<file path="config.mk">
export PLATFORM = sky130hd
export DESIGN_NAME = falu_arbiter
export DESIGN_NICKNAME = d
export VERILOG_FILES = /design/src/rtl/falu_arbiter.sv
export SDC_FILE = /design/constraint.sdc
export NUM_CORES = 1
export LEC_CHECK = 0
export CORE_UTILIZATION = 25
export DETAILED_ROUTE_END_ITERATION = 7
export GPL_TIMING_DRIVEN = 0
export REMOVE_ABC_BUFFERS = 1
export SYNTH_ARGS = -nofsm -noshare
export SYNTH_HDL_FRONTEND = slang
export SYNTH_SLANG_ARGS = --single-unit
</file>
<file path="constraint.sdc">
create_clock -name clk -period 2.95 [get_ports clk]
set_clock_uncertainty 0.2 [all_clocks]
set_input_delay 0.59 -clock clk [delete_from_list [all_inputs] [get_ports clk]]
set_output_delay 0.59 -clock clk [all_outputs]
set_load 0.02 [all_outputs]
</file>
<file path="src/rtl/falu_arbiter.sv">
// rtl/falu_arbiter.sv - round-robin arbiter sharing one multicycle FP ALU
//
// Purpose: grants NREQ requesters round-robin access to a single
// combinational floating-point ALU. It registers the granted operands onto
// the ALU inputs and holds them for LAT cycles, so the ALU may be timed as a
// LAT-cycle multicycle path. It then captures the result and returns it to
// the owning requester through a valid/ready handshake.
//
// Ports:
//   clk, rst            clock (rising edge), synchronous active-high reset
//   req_valid/req_ready per-requester request handshake (ready is one-hot)
//   req_opf/req_b/req_c packed per-requester op code and operands
//   rsp_valid/rsp_ready per-requester result handshake (valid is one-hot)
//   rsp_data            captured ALU result
//   busy                high whenever the arbiter is not idle
//   falu_opf/b/c        registered op code and operands driven to the ALU
//   falu_a              ALU result
module falu_arbiter #(
  parameter int NREQ = 4,
  parameter int LAT  = 2
) (
  input  logic [0:0]         clk,
  input  logic [0:0]         rst,
  input  logic [NREQ-1:0]    req_valid,
  output logic [NREQ-1:0]    req_ready,
  input  logic [2*NREQ-1:0]  req_opf,
  input  logic [32*NREQ-1:0] req_b,
  input  logic [32*NREQ-1:0] req_c,
  output logic [NREQ-1:0]    rsp_valid,
  input  logic [NREQ-1:0]    rsp_ready,
  output logic [31:0]        rsp_data,
  output logic [0:0]         busy,
  output logic [1:0]         falu_opf,
  output logic [31:0]        falu_b,
  output logic [31:0]        falu_c,
  input  logic [31:0]        falu_a
);

  localparam int IW = (NREQ > 1) ? $clog2(NREQ) : 1;
  localparam int CW = $clog2(LAT + 1);

  typedef enum logic [1:0] {S_IDLE, S_EXEC, S_RESP} state_e;

  state_e        state_q, state_d;
  logic [CW-1:0] cnt_q, cnt_d;
  logic [IW-1:0] owner_q, owner_d;
  logic [IW-1:0] last_q, last_d;
  logic [1:0]    opf_q, opf_d;
  logic [31:0]   b_q, b_d;
  logic [31:0]   c_q, c_d;
  logic [31:0]   data_q, data_d;

  logic          grant_found;
  logic [IW-1:0] grant_idx;

  // Round-robin search starting just after the previous grant; the first
  // hit wins, so the previous owner is always searched last.
  always_comb begin
    int            pos;
    logic [IW-1:0] pos_idx;
    grant_found = 1'b0;
    grant_idx   = last_q;
    pos         = 0;
    pos_idx     = '0;
    for (int k = 1; k <= NREQ; k++) begin
      pos     = (int'(last_q) + k) % NREQ;
      pos_idx = pos[IW-1:0];
      if (!grant_found && req_valid[pos_idx]) begin
        grant_found = 1'b1;
        grant_idx   = pos_idx;
      end
    end
  end

  always_comb begin
    state_d   = state_q;
    cnt_d     = cnt_q;
    owner_d   = owner_q;
    last_d    = last_q;
    opf_d     = opf_q;
    b_d       = b_q;
    c_d       = c_q;
    data_d    = data_q;
    req_ready = '0;
    rsp_valid = '0;
    case (state_q)
      S_IDLE: begin
        if (grant_found) begin
          req_ready[grant_idx] = 1'b1;
          opf_d   = req_opf[2*grant_idx +: 2];
          b_d     = req_b[32*grant_idx +: 32];
          c_d     = req_c[32*grant_idx +: 32];
          owner_d = grant_idx;
          last_d  = grant_idx;
          cnt_d   = CW'(LAT);
          state_d = S_EXEC;
        end
      end
      S_EXEC: begin
        cnt_d = cnt_q - 1'b1;
        // Last cycle of the hold window: ALU output has had LAT cycles.
        if (cnt_q == CW'(1)) begin
          data_d  = falu_a;
          state_d = S_RESP;
        end
      end
      S_RESP: begin
        rsp_valid[owner_q] = 1'b1;
        if (rsp_ready[owner_q]) begin
          state_d = S_IDLE;
        end
      end
      default: state_d = S_IDLE;
    endcase
  end

  always_ff @(posedge clk) begin
    if (rst) begin
      state_q <= S_IDLE;
      cnt_q   <= '0;
      owner_q <= '0;
      last_q  <= IW'(NREQ - 1);
      opf_q   <= '0;
      b_q     <= '0;
      c_q     <= '0;
      data_q  <= '0;
    end else begin
      state_q <= state_d;
      cnt_q   <= cnt_d;
      owner_q <= owner_d;
      last_q  <= last_d;
      opf_q   <= opf_d;
      b_q     <= b_d;
      c_q     <= c_d;
      data_q  <= data_d;
    end
  end

  assign busy     = (state_q != S_IDLE);
  assign rsp_data = data_q;
  assign falu_opf = opf_q;
  assign falu_b   = b_q;
  assign falu_c   = c_q;

endmodule

</file>
======== After elaboration in Yosys (flattened, before gate mapping) ========
Cells that the tools add are included.
operators by class
  add/subtract/negate cells ............... 5
  multiply operators ...................... 0
  divide/modulo/power cells ............... 0
  $lt $le $gt $ge ......................... 8
  equal/unequal tests ..................... 6
  shift operators ......................... 3
  muxes and demuxes ....................... 31
  bitwise operators ....................... 0
  reduce and logical (&&, ||, !) cells .... 15
operator list
  operator                                                            count
  indexed part select 128 x 8 -> 32 bit                               2
  less-than comparator 2 x 3 -> 1 bit (second input constant)         6
  two-way mux 2 bit                                                   8
  two-way mux 4 bit                                                   3
  two-way mux 1 bit                                                   11
  binary-select mux 1 bit (select 2 bit)                              5
  indexed part select 8 x 4 -> 2 bit                                  1
  inequality test 2 bit (second input constant)                       3
  case mux 2 bit (3 select lines)                                     1
  AND reduction 2 bit                                                 3
  logical AND 1 bit                                                   5
  adder 2 x 1 -> 2 bit (second input constant)                        2
  adder 2 bit (second input constant)                                 2
  demux 1 bit (select 2 bit)                                          2
  equality test 2 x 1 -> 1 bit (second input constant)                2
  greater-or-equal comparator 2 x 1 -> 1 bit (second input constant)  2
  case mux 2 bit (2 select lines)                                     1
  nonzero test 2 bit                                                  2
  zero test 1 bit                                                     3
  AND reduction 3 bit                                                 1
  equality test 2 bit (second input constant)                         1
  zero test 2 bit                                                     1
  subtractor 2 x 1 -> 2 bit (second input constant)                   1
word-level totals
  register bits after elaboration ......... 106
  bits in latches ......................... 0
  bits in writable memories ............... 0
  memory bits (read-only) ................. 0
  input bits .............................. 306
  output and inout port bits .............. 107
  logic and storage cells ................. 76
  memories kept ........................... 0

======== Logic depth before layout (Yosys ltp) ========
  word-level depth ........................ 19
  gate-level depth with buffers ........... 8
  depth with buffers taken out ............ 5

======== Least setup slack after synthesis ========
OpenSTA, ideal clock, no wires.
  path kind ............................... input to output
  start ................................... input port req_valid[2]
  end ..................................... output port req_ready[0]
  arrival time ............................ 1.757 ns
  data required time ...................... 2.160 ns
  setup slack ............................. 0.403 ns
  stages on the path ...................... 6
  buffers on the path ..................... 2
  cells stage by stage .................... nor2_1 > nand2_1 > clkbuf_1 > clkbuf_1 > nand3_1 > nor2_1
on the way
  cells in the longest elaborated chain, start to end .. 18
  elaborated cells between the ends (all ways) .. 29
  those cells by class .................... order compare (2); mux (20); reduce/logical (7)
ends and longest elaborated chain
  element                                                                                                                  line  source
  start: declaration                                                                                                       24    input logic [NREQ-1:0] req_valid,
  binary-select mux 1 bit (select 2 bit)                                                                                   68    if (!grant_found && req_valid[pos_idx]) begin
  two-way mux 1 bit (not written as such)                                                                                  68
  two-way mux 1 bit                                                                                                        68
  zero test 1 bit                                                                                                          68
  logical AND 1 bit                                                                                                        68
  two-way mux 1 bit                                                                                                        68
  zero test 1 bit                                                                                                          68
  logical AND 1 bit                                                                                                        68
  [... 2 more ...]                                                                                                         n/a
  logical AND 1 bit                                                                                                        68
  two-way mux 2 bit                                                                                                        68
  less-than comparator 2 x 3 -> 1 bit (not written as such) or greater-or-equal comparator 2 x 1 -> 1 bit (tied branches)  89    req_ready[grant_idx] = 1'b1;
  logical AND 1 bit (not written as such)                                                                                  89
  two-way mux 1 bit (not written as such)                                                                                  89
  demux 1 bit (select 2 bit)                                                                                               89
  two-way mux 4 bit (*)                                                                                                    88    if (grant_found) begin
  two-way mux 4 bit (*)                                                                                                    86    case (state_q)
  end: declaration                                                                                                         25    output logic [NREQ-1:0] req_ready,
Every way passes the cells marked *; elsewhere a longest branch is shown, timed or not. The select of a mux whose other input is x is not followed.

======== Worst setup path in the final report ========
  start ................................... input port req_valid[1]
  end ..................................... output port req_ready[3]
Same word-level chain as after synthesis.

==> results.py <==
metrics = {
    "run_status": {
        "outcome": "completed",
    },
    "clocking": {
        "h-tree-depth": 3,
        "cts_buffers": 9,
        "cts-root-buf": "clkbuf_16",
        "clock_latency_ps": 360,
        "path_clk_slew_ps": 70,
        "tritoncts": "built",
        "cts_buffer_depth": 2,
        "ctsHoldBuffers": 0,
        "clock_sinks": 106,
    },
    "floorplan": {
        "start_util_pct": 25.44,
        "core_area_um2": 24320,
        "io_pins": 413,
        "fp.dieW_um": 159.3,
        "die-area_um2": 25380,
        "die_y_um": 159.3,
        "rows": 57,
    },
    "layout": {
        "num-fill-cells": 2369,
        "final_cells": 1447,
        "multi_input_area_um2": 3850,
        "most-common-layout-cells": "403 x clkdlybuf4s50_1, 133 x nand2_1, 104 x dfxtp_1",
        "final_common_cell": "clkdlybuf4s50_1",
        "register_area_um2": 2127,
        "fin_area_um2": 11260,
        "drive_gt1_share_pct": 7.041,
        "fin_nets": 1424,
        "fin_util_pct": 46.31,
        "area_growth_pct": 82.04,
    },
    "worst_setup_path": {
        "critPathLaunch": "req_valid[1]",
        "crit_path_start_kind": "primary input",
        "cp_max_fo": 14,
        "worstPathRequired_ps": 2160,
        "worst_setup_path_end_kind": "primary output",
        "crit_type": "in2out",
        "cp_cell_sequence": "dlygate4sd2_1, nor2b_4, buf_4, o21ba_4, nor3_4, buf_12, buf_16, nor2_1, buf_2",
        "r2r-start": "last_q[0]",
        "crit_slowest_cell": "dlygate4sd2_1",
        "arrival_ps": 2090,
        "critical-path-max-stage-delay_ps": 280,
    },
    "global_route": {
        "grtUsageTotal_pct": 25.29,
        "grt_max_degree": 67,
        "antenna_found_initial": 1,
        "grt_pass1_wl_mm": 48.65,
        "gr-total-overflow": 0,
        "grt_pass1_vias": 7797,
    },
    "logic_synthesis": {
        "synth_edf_count": 0,
        "ys_ff_latch": 106,
        "netlist-cell-type-count": 37,
        "netlist_area_um2": 6187,
        "synthArstFlopShare_pct": 0,
        "synth_warnings": 0,
        "ys_seq_area_share_pct": 34.30,
        "syn_inst": 748,
        "syn-mean-instance-area_um2": 8.272,
        "synthFlopType": "dfxtp_1",
    },
    "drt": {
        "drt_pass1_iterations": 4,
        "via_per_inst": 5.284,
        "drtAntennaViolNets": 0,
        "wire_per_inst_um": 22.66,
        "vias": 7646,
        "drc": 0,
        "drtIter0Drc": 550,
        "finalWirelength_mm": 32.79,
    },
    "timing": {
        "period_needed_ps": 2884,
        "drv_slew": 0,
        "finalHoldViolCount": 0,
        "relSlewSlack_pct": 19.87,
        "tightest_slew_ps": 1202,
        "finalCritPeriodShare_pct": 97.77,
        "fin_hold_ws_ps": 253.5,
        "finalSetupViolations": 0,
        "layout_setup_ws_ps": 65.90,
        "fmax_mhz": 346.7,
    },
    "run": {
        "cap_viol_max_count": 0,
    },
    "pwr": {
        "p_leak_nw": 4.237,
        "powerDensity_nw_per_um2": 455.9,
        "irDropWorstVdd_mv": 0.2548,
    },
    "place": {
        "place.port_buffers": 412,
        "place.gp.congestion": 0.7967,
        "dp_cells": 1409,
        "dp_hpwl_mm": 20.22,
        "place_worst_setup_slack_ps": -1224,
        "placed_area_um2": 10710,
    },
    "min_path": {
        "min-delay-path-class": "reg2reg",
        "min_from": "rsp_data[27]",
    },
}
## report_power, final
group          leakage [nW]  internal [W]  total, W  switching (W)
registers             0.869       0.00160   0.00171       0.000107
clock network         0.139      0.000613   0.00124       0.000626
logic                  3.23       0.00111   0.00219        0.00107
total                  4.24       0.00333   0.00514        0.00181
## synth_stat cells (2+ instances only)
cell type,n,area share [%]
clkbuf_1,72,4.4
a211oi_1,2,0.24
o21bai_1,2,0.24
o311ai_1,66,9.3
buf_2,7,0.57
nand4_1,66,6.7
a21oi_1,36,2.9
mux2i_1,66,11
nand2_1,135,8.2
nor3b_1,2,0.24
a21o_1,66,8.0
o31ai_1,66,8.0
nor3_1,3,0.24
nor2_1,15,0.91
nor2b_1,5,0.51
buf_1,3,0.18
buf_6,6,1.1
nand2b_1,3,0.30
buf_4,2,0.24
and2_1,2,0.20
inv_1,2,0.12
dfxtp_1,106,34
## stage by stage
step	setup TNS, ps	power, W
2_1_floorplan	-135200	0.002649
3_5_place_dp	-34310	0.003817
3_3_place_gp	-590950	0.003730
6_report	0	0.005135
4_1_cts	0	0.005184
5_1_grt	-43.70	0.005383
## cell families after synthesis
group,share of synthesized area [%]
AO/OA/AOI/OAI,29.34
AND/OR/NAND/NOR,18.54
flip-flops,34.30
buffers and inverters,6.572
multiplexers,11.04
adder cells (fa/ha/maj),0.2022
## timing repair
item,4_1_cts,5_1_grt
cloned,8,0
pin swaps,8,0
setup buffers,13,0
resized for setup,36,2
endpoints found under the setup margin,47,2
## layer usage
layer,vias up,part of all wire [%],GRT usage (%)
met5,-,0,0
met4,0,1.9,7.124
met3,34,7.4,6.512
met2,349,50,44.88
met1,3666,41,29.92
li1,3597,-,-
## worst paths after layout
path             endpoint  slack, ps  cells past startpoint
max          req_ready[3]         70                      9
min          rsp_data[27]        250                      2
max reg2reg    falu_b[27]        410                      5
min reg2reg  rsp_data[27]        250                      2
## area by class of cell
class                   instances  share of cell area (%)
clock inverters                 5                  0.3999
inverters                       2                 0.06665
flip-flops and latches        106                   18.88
multi-input cells             557                   34.18
well taps                     324                   3.599
repair buffers                441                   40.69
diodes                          1                 0.02222
clock buffers                  11                   2.155
## worst max-delay path: cells and delay by family
family                 cells  cell delay (ps)
AOI/OAI and AO/OA          1              210
and+or+nand+nor            3              400
buffers and inverters      5              880
## flip-flops by register name, indices dropped and copies added, names as in the netlist
signal    count
cnt_q         2
falu_opf      2
state_q       2
rsp_data     32
owner_q       2
falu_b       32
last_q        2
falu_c       32
(Power assumes the default switching activity.)
